**src/rtl/arith_pkg.sv**
```systemverilog
// Shared definitions for the bit-serial arithmetic engine: op codes, FSM states
// and the decode of an op code into per-bit operand conditioning.
package arith_pkg;

    typedef enum logic [2:0] {
        OP_A     = 3'd0,
        OP_INC   = 3'd1,
        OP_ADD   = 3'd2,
        OP_ADDC  = 3'd3,
        OP_ADDNB = 3'd4,
        OP_SUB   = 3'd5,
        OP_NAB   = 3'd6,
        OP_RSUB  = 3'd7
    } op_e;

    typedef enum logic [1:0] {
        IDLE  = 2'd0,
        SHIFT = 2'd1,
        DONE  = 2'd2
    } state_e;

    typedef struct packed {
        logic inv_a;
        logic use_b;
        logic inv_b;
        logic c0;
    } op_cfg_t;

    function automatic op_cfg_t op_cfg(input op_e op);
        op_cfg_t cfg;
        cfg = '0;
        case (op)
            OP_A:     cfg = '{inv_a: 1'b0, use_b: 1'b0, inv_b: 1'b0, c0: 1'b0};
            OP_INC:   cfg = '{inv_a: 1'b0, use_b: 1'b0, inv_b: 1'b0, c0: 1'b1};
            OP_ADD:   cfg = '{inv_a: 1'b0, use_b: 1'b1, inv_b: 1'b0, c0: 1'b0};
            OP_ADDC:  cfg = '{inv_a: 1'b0, use_b: 1'b1, inv_b: 1'b0, c0: 1'b1};
            OP_ADDNB: cfg = '{inv_a: 1'b0, use_b: 1'b1, inv_b: 1'b1, c0: 1'b0};
            OP_SUB:   cfg = '{inv_a: 1'b0, use_b: 1'b1, inv_b: 1'b1, c0: 1'b1};
            OP_NAB:   cfg = '{inv_a: 1'b1, use_b: 1'b1, inv_b: 1'b0, c0: 1'b0};
            OP_RSUB:  cfg = '{inv_a: 1'b1, use_b: 1'b1, inv_b: 1'b0, c0: 1'b1};
            default:  cfg = '0;
        endcase
        return cfg;
    endfunction

endpackage

```
**src/rtl/full_adder.sv**
```systemverilog
// Single-bit full adder cell shared with the per-bit arithmetic slice.
module full_adder (
    input  logic a_i,
    input  logic b_i,
    input  logic ci_i,
    output logic s_o,
    output logic co_o
);

    assign s_o  = a_i ^ b_i ^ ci_i;
    assign co_o = (a_i & b_i) | (ci_i & (a_i ^ b_i));

endmodule

```
**src/rtl/serial_arith_unit.sv**
```systemverilog
// Bit-serial WIDTH-bit adder/subtractor: operands are shifted LSB-first through one
// full-adder cell with a registered carry; result, carry-out and zero flag are held.
module serial_arith_unit
    import arith_pkg::*;
#(
    parameter int WIDTH = 8
) (
    input  logic             clk,
    input  logic             rst,
    input  logic             start,
    input  logic [2:0]       op,
    input  logic [WIDTH-1:0] a,
    input  logic [WIDTH-1:0] b,
    output logic             busy,
    output logic             done,
    output logic [WIDTH-1:0] result,
    output logic             cout,
    output logic             zero
);

    localparam int CNT_W = $clog2(WIDTH + 1);
    localparam logic [CNT_W-1:0] LAST_BIT = CNT_W'(WIDTH - 1);

    state_e           state_q, state_d;
    logic [CNT_W-1:0] cnt_q, cnt_d;
    logic [WIDTH-1:0] a_sh_q, a_sh_d;
    logic [WIDTH-1:0] b_sh_q, b_sh_d;
    // Partial result collects WIDTH-1 bits; the final bit goes straight into result_q.
    logic [WIDTH-2:0] res_sh_q, res_sh_d;
    logic             carry_q, carry_d;
    logic             inv_a_q, inv_a_d;
    logic             use_b_q, use_b_d;
    logic             inv_b_q, inv_b_d;
    logic [WIDTH-1:0] result_q, result_d;
    logic             cout_q, cout_d;
    logic             zero_q, zero_d;

    logic             x_bit, y_bit, sum_bit, co_bit;
    logic [WIDTH-1:0] res_next;
    op_cfg_t          cfg_new;

    assign x_bit    = a_sh_q[0] ^ inv_a_q;
    assign y_bit    = use_b_q & (b_sh_q[0] ^ inv_b_q);
    assign res_next = {sum_bit, res_sh_q};
    assign cfg_new  = op_cfg(op_e'(op));

    full_adder u_fa (
        .a_i  (x_bit),
        .b_i  (y_bit),
        .ci_i (carry_q),
        .s_o  (sum_bit),
        .co_o (co_bit)
    );

    always_ff @(posedge clk or posedge rst) begin
        if (rst) begin
            state_q  <= IDLE;
            cnt_q    <= '0;
            a_sh_q   <= '0;
            b_sh_q   <= '0;
            res_sh_q <= '0;
            carry_q  <= 1'b0;
            inv_a_q  <= 1'b0;
            use_b_q  <= 1'b0;
            inv_b_q  <= 1'b0;
            result_q <= '0;
            cout_q   <= 1'b0;
            zero_q   <= 1'b1;
        end else begin
            state_q  <= state_d;
            cnt_q    <= cnt_d;
            a_sh_q   <= a_sh_d;
            b_sh_q   <= b_sh_d;
            res_sh_q <= res_sh_d;
            carry_q  <= carry_d;
            inv_a_q  <= inv_a_d;
            use_b_q  <= use_b_d;
            inv_b_q  <= inv_b_d;
            result_q <= result_d;
            cout_q   <= cout_d;
            zero_q   <= zero_d;
        end
    end

    always_comb begin
        state_d  = state_q;
        cnt_d    = cnt_q;
        a_sh_d   = a_sh_q;
        b_sh_d   = b_sh_q;
        res_sh_d = res_sh_q;
        carry_d  = carry_q;
        inv_a_d  = inv_a_q;
        use_b_d  = use_b_q;
        inv_b_d  = inv_b_q;
        result_d = result_q;
        cout_d   = cout_q;
        zero_d   = zero_q;
        case (state_q)
            IDLE: begin
                if (start) begin
                    state_d  = SHIFT;
                    cnt_d    = '0;
                    a_sh_d   = a;
                    b_sh_d   = b;
                    res_sh_d = '0;
                    carry_d  = cfg_new.c0;
                    inv_a_d  = cfg_new.inv_a;
                    use_b_d  = cfg_new.use_b;
                    inv_b_d  = cfg_new.inv_b;
                end
            end
            SHIFT: begin
                a_sh_d   = a_sh_q >> 1;
                b_sh_d   = b_sh_q >> 1;
                res_sh_d = res_next[WIDTH-1:1];
                carry_d  = co_bit;
                cnt_d    = cnt_q + 1'b1;
                if (cnt_q == LAST_BIT) begin
                    state_d  = DONE;
                    result_d = res_next;
                    cout_d   = co_bit;
                    zero_d   = (res_next == '0);
                end
            end
            DONE: begin
                state_d = IDLE;
            end
            default: begin
                state_d = IDLE;
            end
        endcase
    end

    assign busy   = (state_q != IDLE);
    assign done   = (state_q == DONE);
    assign result = result_q;
    assign cout   = cout_q;
    assign zero   = zero_q;

endmodule
```
**config.mk**
```make
export PLATFORM = sky130hd
export DESIGN_NAME = serial_arith_unit
export DESIGN_NICKNAME = d
export VERILOG_FILES = /design/src/rtl/arith_pkg.sv /design/src/rtl/full_adder.sv /design/src/rtl/serial_arith_unit.sv
export SDC_FILE = /design/constraint.sdc
export NUM_CORES = 1
export LEC_CHECK = 0
export CORE_ASPECT_RATIO = 1.25
export CORE_UTILIZATION = 51
export DETAILED_ROUTE_END_ITERATION = 10
export PLACE_DENSITY = 0.74
export SYNTH_ARGS = -nofsm -noshare
export SYNTH_HDL_FRONTEND = slang
export SYNTH_HIERARCHICAL = 1
export SYNTH_SLANG_ARGS = --single-unit
```
**constraint.sdc**
```tcl
create_clock -name clk -period 2.1 [get_ports clk]
set_clock_uncertainty 0.05 [all_clocks]
set_input_delay 0.42 -clock clk [delete_from_list [all_inputs] [get_ports clk]]
set_output_delay 0.42 -clock clk [all_outputs]
set_load 0.01 [all_outputs]
```
Word-level counts from Yosys, hierarchy flattened. Memory sizes are Yosys's and may differ from the RTL's. Index checks and enable logic that the tools add are counted.

Memories kept: 1. Bits of input ports: 22. Output and inout bits: 12. Bits in read-only memories: 32. Word-level logic and storage cells: 48. Register bits: 43.

Bitwise logic cells: 8. Equality and inequality tests: 5. Add/sub/neg operators: 1. Muxes and demuxes: 13. Reduce and logical (&&, ||, !) cells: 8.

Memories: (no name shown) (words 8, width 4, rd ports 1, clocked after memory_dff 0, wr ports 0, line arith_pkg.sv:32) `case (op)`.

Operators with widths (count): one-hot mux 8 bit (2 select lines) (2); two-way mux 8 bit (2); one-hot mux 7 bit (2 select lines) (1); logical NOT 8 bit (1); one-hot mux 4 bit (2 select lines) (1); AND reduction 2 bit (4); two-way mux 7 bit (1); adder 4 x 1 -> 4 bit (second input constant) (1); equality test 4 x 3 -> 1 bit (second input constant) (1); two-way mux 2 bit (2); two-way mux 4 bit (1); inequality test 2 bit (second input constant) (2); one-hot mux 2 bit (2 select lines) (1); nonzero test 2 bit (2); bitwise XOR 1 bit (4); AND 1 bit (3); equality test 2 x 1 -> 1 bit (second input constant) (1); equality test 2 bit (second input constant) (1); logical NOT 2 bit (1); one-hot mux 1 bit (2 select lines) (1); two-way mux 1 bit (1); OR 1 bit (1).

Longest topological paths before layout. Gate-level depths: netlist (run 1).

Depth after elaboration: 6. Depth in mapped cells: 6. Gate-level depth less buffers: 6.

By module. The synthesis (run 1) kept the hierarchy.

By module, submodules not included: serial_arith_unit (cells each 176, seq. area each 1077.3 um^2, instances 1, area an instance 1831.8 um^2); full_adder (cells each 1, seq. area each 0.0 um^2, instances 1, area an instance 20.0 um^2).

Worst setup path after synthesis (run 1). Ideal clock, no wire load.

Kind: register -> register. Start point: reg inv_b_q. End point: reg zero_q (netlist: zero). Arrival time: 1.608 ns. Path buffers: 0. Data required time: 1.975 ns. Clock period less this slack: 1.732 ns. Library setup time: 0.075 ns. Path slack: 0.368 ns. Cell stages (with the launch flop): 7. Cell sequence: dfrtp_1 -> xor2_1 -> and2_1 -> fa_1 -> nor4_1 -> nand2_1 -> mux2i_1.

Cells in the longest elaborated chain, start to end: 5.

RTL lines: start, declared (line serial_arith_unit.sv:33) `logic inv_b_q, inv_b_d;`; start signal, assigned (line serial_arith_unit.sv:78) `inv_b_q <= inv_b_d;`; bitwise XOR 1 bit (line serial_arith_unit.sv:43) `assign y_bit = use_b_q & (b_sh_q[0] ^ inv_b_q);`; AND 1 bit (line serial_arith_unit.sv:43); via y_bit (line serial_arith_unit.sv:38) `logic x_bit, y_bit, sum_bit, co_bit;`; bitwise XOR 1 bit (2 in a row) (line full_adder.sv:10) `assign s_o = a_i ^ b_i ^ ci_i;`; via sum_bit (line serial_arith_unit.sv:38); logical NOT 8 bit (line serial_arith_unit.sv:122) `zero_d = (res_next == '0);`; end signal, assigned (line serial_arith_unit.sv:81) `zero_q <= zero_d;`; end, declared (line serial_arith_unit.sv:36) `logic zero_q, zero_d;`.

The timed path passes the listed nets, and every way through them passes these cells. A chain may end at the register's enable or synchronous reset.

Worst setup path after layout (run 1).
Start point: reg state_q[1]. End point: out busy.

Cells in the longest elaborated chain, start to end: 1.

RTL lines: start, declared (line serial_arith_unit.sv:24) `state_e state_q, state_d;`; start signal, assigned (line serial_arith_unit.sv:70) `state_q <= state_d;`; nonzero test 2 bit (line serial_arith_unit.sv:134) `assign busy = (state_q != IDLE);`; end, declared (line serial_arith_unit.sv:14) `output logic busy,`.

No other way between the ends.

==> run summary, run 1 <==
Via density: 5.47
Count of different cell masters after synthesis: 30
CP startpoint kind: flop
Post-synth top cells: 55 x nand2_1, 42 x dfrtp_1, 12 x a22oi_1
Num rows: 24
EDFF count, synth: 0
Vias: 1378
Die height: 69.4 um
Final core area utilization: 66.6%
Clk_lat worst skew: 300 ps
Worst hold path class: flop to flop
Worst Tran Pin Value: 558 ps
CTS Hold Buffers Added: 0
Final WL: 3.48 mm
Resized cells post-CTS: 0
Number of diodes: 0
Crit end category: output pin
Slowest CP cell: clkdlybuf4s50_1
Area growth from synthesis to layout: 25.3%
Layout cell share with drive strength beyond 1: 12.2%
Fmax: 0.501 GHz
Hold Vio Cnt, Final: 0
DP HPWL: 2.42 mm
Sequential share of the synthesized area: 58.2%
Port Buf Inserts: 33
Synth warnings: 6
Seq cells post-synth: 43
Clock sink count: 43
CTS Buf Count: 5
Async SR Flop Fraction: 100%
Leakage power: 1.11 nW
Synth Flop Type: dfrtp_1
Outcome: finished, final reports clean
RePlAce Congestion: 0.710
Remaining DRCs: 0
Vias in the first global route: 1449
Critical path arrival: 1530 ps
Fin nets: 236
Worst-path fanout max: 7
CTS tree: done
Post-synth top area cell: dfrtp_1
Grt total ovfl: 0
VDD IR max: 0.000799 V
Post-synth top area share: 56.8%
Total global-route track usage: 21.1%
Number of post-CTS setup repair buffers: 0
Slew margin rel.: 62.8%
Setup CP Type: flop to output pin
Die width: 55.9 um
Required time of the critical path: 1630 ps
CTS clk-pin slew, worst paths: 80 ps
Pre-antenna DRT Iters: 4
Max stage delay on crit path: 480 ps
# setup viols final: 0
Core ar.: 0.00348 sq mm
Drt initial violations: 51
MaxCap Viol Count: 0
Final Cycle Share: 95.1%
TNS Setup: 0 ps
Routed Antenna Nets: 0
Initial core utilization: 53.2%
First-pass GRT wire length: 6.34 mm
Syn Inst Count: 177
Unrepaired setup endpoints after global routing: false
Maximum buffer depth of the clock tree: 2
Period minus WS final: 2000 ps
Top post-synthesis cells by area: dfrtp_1 57%, nand2_1 11%, mux2_2 5.5%, a22oi_1 4.9%, nand3_1 3.0%
Syn Area/Cell: 10.5 sq um
Root Driver: clkbuf_8
Crit-path cells: or2_2 > clkdlybuf4s50_1
Wirelength per Cell: 13.8 um
Post-Syn Nets: 201
Pwr/cell area: 1400 mW/mm^2
Largest net degree at the start of global routing: 44
Initial antenna violation count: 0
Most numerous cell in the Yosys netlist: nand2_1
FILL cells: 281
Slew Viols, Final: 0
Io pins: 34
Die Area: 0.00388 sq mm
Mapped Area: 0.00185 sq mm
H-Tree Depth: 2
## cell type report
type / count / area [sq um] / area share (%)
inverters: 2 / 7.51 / 0.324
well taps: 39 / 48.8 / 2.10
repair buffers: 39 / 375 / 16.2
multi-input cells: 121 / 711 / 30.6
clock buffers: 8 / 100 / 4.32
flip-flops and latches: 43 / 1080 / 46.4
## registers in the layout, summed over array words and instances, names as in the netlist
register,flops
a_sh_q,8
b_sh_q,8
result,8
res_sh_q,7
cnt_q,4
state_q,2
carry_q,1
cout,1
inv_a_q,1
inv_b_q,1
use_b_q,1
zero,1
## metal layers
layer	track usage [%]	vias up	wire, um
met1	24.1	668	1500
li1	-	669	-
met4	8.94	0	70
met5	0	-	0
met2	37.2	34	1760
met3	5.60	7	153
## worst paths after layout
check | end | start | slack (ps) | cells past startpoint
min in group asynchronous | cout$_DFFE_PP0P_ | rst | 510 | 3
setup reg to reg | zero$_DFFE_PP1P_ | inv_b_q$_DFFE_PP0P_ | 270 | 6
setup / recovery | busy | state_q[1]$_DFFE_PP0P_ | 100 | 2
hold / removal | use_b_q$_DFFE_PP0P_ | use_b_q$_DFFE_PP0P_ | 420 | 2
hold reg to reg | use_b_q$_DFFE_PP0P_ | use_b_q$_DFFE_PP0P_ | 420 | 2
max in group asynchronous | zero$_DFFE_PP1P_ | rst | 1130 | 3
## logic make-up after synthesis
| kind of cell | synth area share, % |
|---|---|
| compound gates | 7.91 |
| xor+xnor | 0.946 |
| fa+ha+maj | 1.76 |
| buf+inv | 3.72 |
| flops | 58.2 |
| mux | 6.55 |
| simple gates | 20.9 |
## worst max-delay path: cells and delay by family, from the launching register on
kind                   cells  cell delay [ps]
buffers and inverters      1              480
flip-flops                 1              440
AND/OR/NAND/NOR            1              310
## power by group
group	leakage (nW)	internal (mW)	switching [mW]
Clock	0.0515	0.300	0.269
Sequential	0.546	1.19	0.253
Combinational	0.513	0.623	0.610
Total	1.11	2.11	1.13
## cells in the final DEF (no fill, tap or decap)
master	instances
nand2_1	55
dfrtp_1	42
clkdlybuf4s50_1	33
a22oi_1	12
nand3_1	11
mux2_2	9
clkbuf_8	7
buf_4	6
o22ai_1	3
nor3_1	3
nor2_1	3
o21ai_0	3
and2b_1	2
inv_1	2
nor4_1	2
mux2i_1	2
o21bai_1	2
xor2_1	2
nand2b_1	1
or3b_1	1
nor3b_2	1
nor3_4	1
nand3b_1	1
nand4_1	1
or2_2	1
and2_1	1
nor3b_1	1
a21o_1	1
ha_1	1
clkbuf_1	1
fa_1	1
dfstp_2	1
## per-stage QoR
stage | setup slack (ps) | instances | total power [mW] | hold WS, ps | instance area [sq um]
6_report | 104 | 252 | 3.24 | 421 | 2320
5_1_grt | 41.4 | 252 | 3.51 | 449 | 2320
4_1_cts | 86.1 | 252 | 3.29 | 420 | 2320
3_5_place_dp | 263 | 244 | 2.71 | 403 | 2220
3_3_place_gp | 291 | 244 | 2.63 | 400 | 2220
2_1_floorplan | 368 | 177 | 2.26 | 380 | 1850
Power figures use the tool's default switching activity.
==> run 2, diff against run 1 <==
--- a/config.mk
+++ b/config.mk
@@ -6,8 +6,10 @@
 export NUM_CORES = 1
 export LEC_CHECK = 0
 export CORE_ASPECT_RATIO = 1.25
+export CORE_MARGIN = 4
 export CORE_UTILIZATION = 51
 export DETAILED_ROUTE_END_ITERATION = 10
+export HOLD_SLACK_MARGIN = 0.08
 export PLACE_DENSITY = 0.74
 export SYNTH_ARGS = -nofsm -noshare
 export SYNTH_HDL_FRONTEND = slang
==> run summary, run 2 (same netlist as run 1, synthesis figures left out) <==
Outcome: finished, final reports clean
Via density: 5.51 (+0.73%)
Layout cell share with drive strength beyond 1: 11.4% (-0.83 points)
Slew margin rel.: 61.5% (-1.3 points)
Period minus WS final: 1990 ps (-7.94 ps)
Pwr/cell area: 1380 mW/mm^2 (-1.5%)
MaxCap Viol Count: 0 (unchanged)
Maximum buffer depth of the clock tree: 2 (unchanged)
Sw Ratio: 35.5% (+0.62 points)
Fin nets: 236 (unchanged)
Crit end category: output pin
CP startpoint kind: flop
CTS tree: done
Slew Viols, Final: 0 (unchanged)
Remaining DRCs: 0 (unchanged)
Largest net degree at the start of global routing: 44 (unchanged)
# setup viols final: 0 (unchanged)
Routed Antenna Nets: 0 (unchanged)
Drt initial violations: 58 (+14%)
TNS Setup: 0 ps (unchanged)
Number of post-CTS setup repair buffers: 0 (unchanged)
RePlAce Congestion: 0.719 (+1.3%)
Required time of the critical path: 1630 ps (about the same)
Core ar.: 0.00348 sq mm (unchanged)
Num rows: 24 (unchanged)
Initial antenna violation count: 0 (unchanged)
Final Cell Area: 0.00229 sq mm (-1.2%)
Clock sink count: 43 (unchanged)
Flop pwr share: 45.7% (+1.3 points)
CTS Hold Buffers Added: 0 (unchanged)
Io pins: 34 (unchanged)
Int Power: 2.04 mW (-3.6%)
Wirelength per Cell: 14.3 um (+3.2%)
Psw: 1.12 mW (-0.92%)
Die Area: 0.00467 sq mm (+20%)
Hold Vio Cnt, Final: 0 (unchanged)
VDD IR max: 0.000944 V (+18%)
CTS clk-pin slew, worst paths: 70 ps (about the same)
Clk_lat worst skew: 290 ps (about the same)
Most common cell after layout, fill and taps aside: nand2_1
Number of diodes: 0 (unchanged)
First-pass GRT wire length: 6.00 mm (-5.3%)
Worst hold path class: flop to flop
Final WL: 3.57 mm (+2.4%)
Worst Tran Pin Value: 577 ps (+18.8 ps)
Total global-route track usage: 17.9% (-3.2 points)
Port Buf Inserts: 33 (unchanged)
Die width: 61.9 um (+11%)
Resized cells post-CTS: 0 (unchanged)
Setup CP Type: flop to output pin
CTS Buf Count: 5 (unchanged)
Post-Place Cell Area: 0.00222 sq mm (unchanged)
Final Cycle Share: 94.7% (-0.38 points)
Area growth from synthesis to layout: 23.8%
Combinational power share: 39.4% (+1.4 points)
Vias: 1377 (-0.073%)
Critical path arrival: 1520 ps (about the same)
Most frequent cells in the layout: 55 x nand2_1, 42 x dfrtp_1, 33 x clkdlybuf4s50_1
Root Driver: clkbuf_8
Leakage power: 1.10 nW (-1.3%)
Vias in the first global route: 1365 (-5.8%)
Die height: 75.4 um (+8.6%)
Fmax: 0.503 GHz (+0.40%)
Unrepaired setup endpoints after global routing: false
DP HPWL: 2.59 mm (+7.1%)
Initial core utilization: 53.2% (unchanged)
H-Tree Depth: 2 (unchanged)
Worst-path fanout max: 7 (unchanged)
Pre-antenna DRT Iters: 4 (unchanged)
Grt total ovfl: 0 (unchanged)
Clock power frac: 14.9% (-2.6 points)
-- run 2: cell types whose count changed in the layout (fill, tap and decap cells not counted) --
cell / change
clkbuf_8: -2
-- run 2: worst paths after layout --
check / from / to / slack, ps / depth (start not counted)
setup reg to reg: inv_b_q$_DFFE_PP0P_ / zero$_DFFE_PP1P_ / 200 / 6
setup / recovery: state_q[1]$_DFFE_PP0P_ / busy / 110 / 2
min in group asynchronous: rst / result[5]$_DFFE_PP0P_ / 520 / 3
hold reg to reg: use_b_q$_DFFE_PP0P_ / use_b_q$_DFFE_PP0P_ / 420 / 2
max in group asynchronous: rst / state_q[1]$_DFFE_PP0P_ / 1120 / 3
hold / removal: use_b_q$_DFFE_PP0P_ / use_b_q$_DFFE_PP0P_ / 420 / 2
-- run 2: routing by layer --
metal  GRT usage (%)  up-vias  share of wire (%)
met3            4.75        7                6.4
li1                -      665                  -
met4            9.91        0                1.8
met2            28.9       38                 52
met1            21.5      667                 40
met5               0        -                  0
-- run 2: worst max-delay path: stages, from the launching register on --
cell,delay (ps)
dfrtp_1,440
or2_2,310
clkdlybuf4s50_1,480
-- run 2: final cells by class --
cell class                 instances  area (sq um)
fill                             288          1190
sequential                        43          1080
multi-input combinational        121           711
timing repair buffer              39           375
clock buffer                       6          72.6
tap                               39          48.8
inverter                           2          7.51
-- run 2: per-stage QoR --
step                      std cells  hold WS, ps  worst slack, ps  utilization [%]  power, mW
final                           250          418              112             65.8       3.16
after global routing            250          454             49.5             65.8       3.43
after CTS                       250          421             87.2             65.8       3.20
after detailed placement        244          405              212             63.7       2.72
after global placement          244          400              290             63.7       2.63
after floorplan                 177          380              368                -       2.26
-- run 2: power by group through the flow --
| stage | sequential [mW] | clock (mW) | combinational, mW |
|---|---|---|---|
| after floorplan | 1.43 | 0 | 0.824 |
| after CTS | 1.44 | 0.489 | 1.27 |
| after global placement | 1.43 | 0 | 1.20 |
| after global routing | 1.49 | 0.521 | 1.42 |
| final | 1.44 | 0.470 | 1.25 |
| after detailed placement | 1.46 | 0 | 1.26 |
==> run 3, diff against run 2 <==
--- a/config.mk
+++ b/config.mk
@@ -8,9 +8,11 @@
 export CORE_ASPECT_RATIO = 1.25
 export CORE_MARGIN = 4
 export CORE_UTILIZATION = 51
+export CTS_CLUSTER_SIZE = 16
 export DETAILED_ROUTE_END_ITERATION = 10
 export HOLD_SLACK_MARGIN = 0.08
 export PLACE_DENSITY = 0.74
+export SLEW_MARGIN = 10
 export SYNTH_ARGS = -nofsm -noshare
 export SYNTH_HDL_FRONTEND = slang
 export SYNTH_HIERARCHICAL = 1
==> results of run 3 <==
No change in the layout: final DEF, timing and power equal those of run 2.
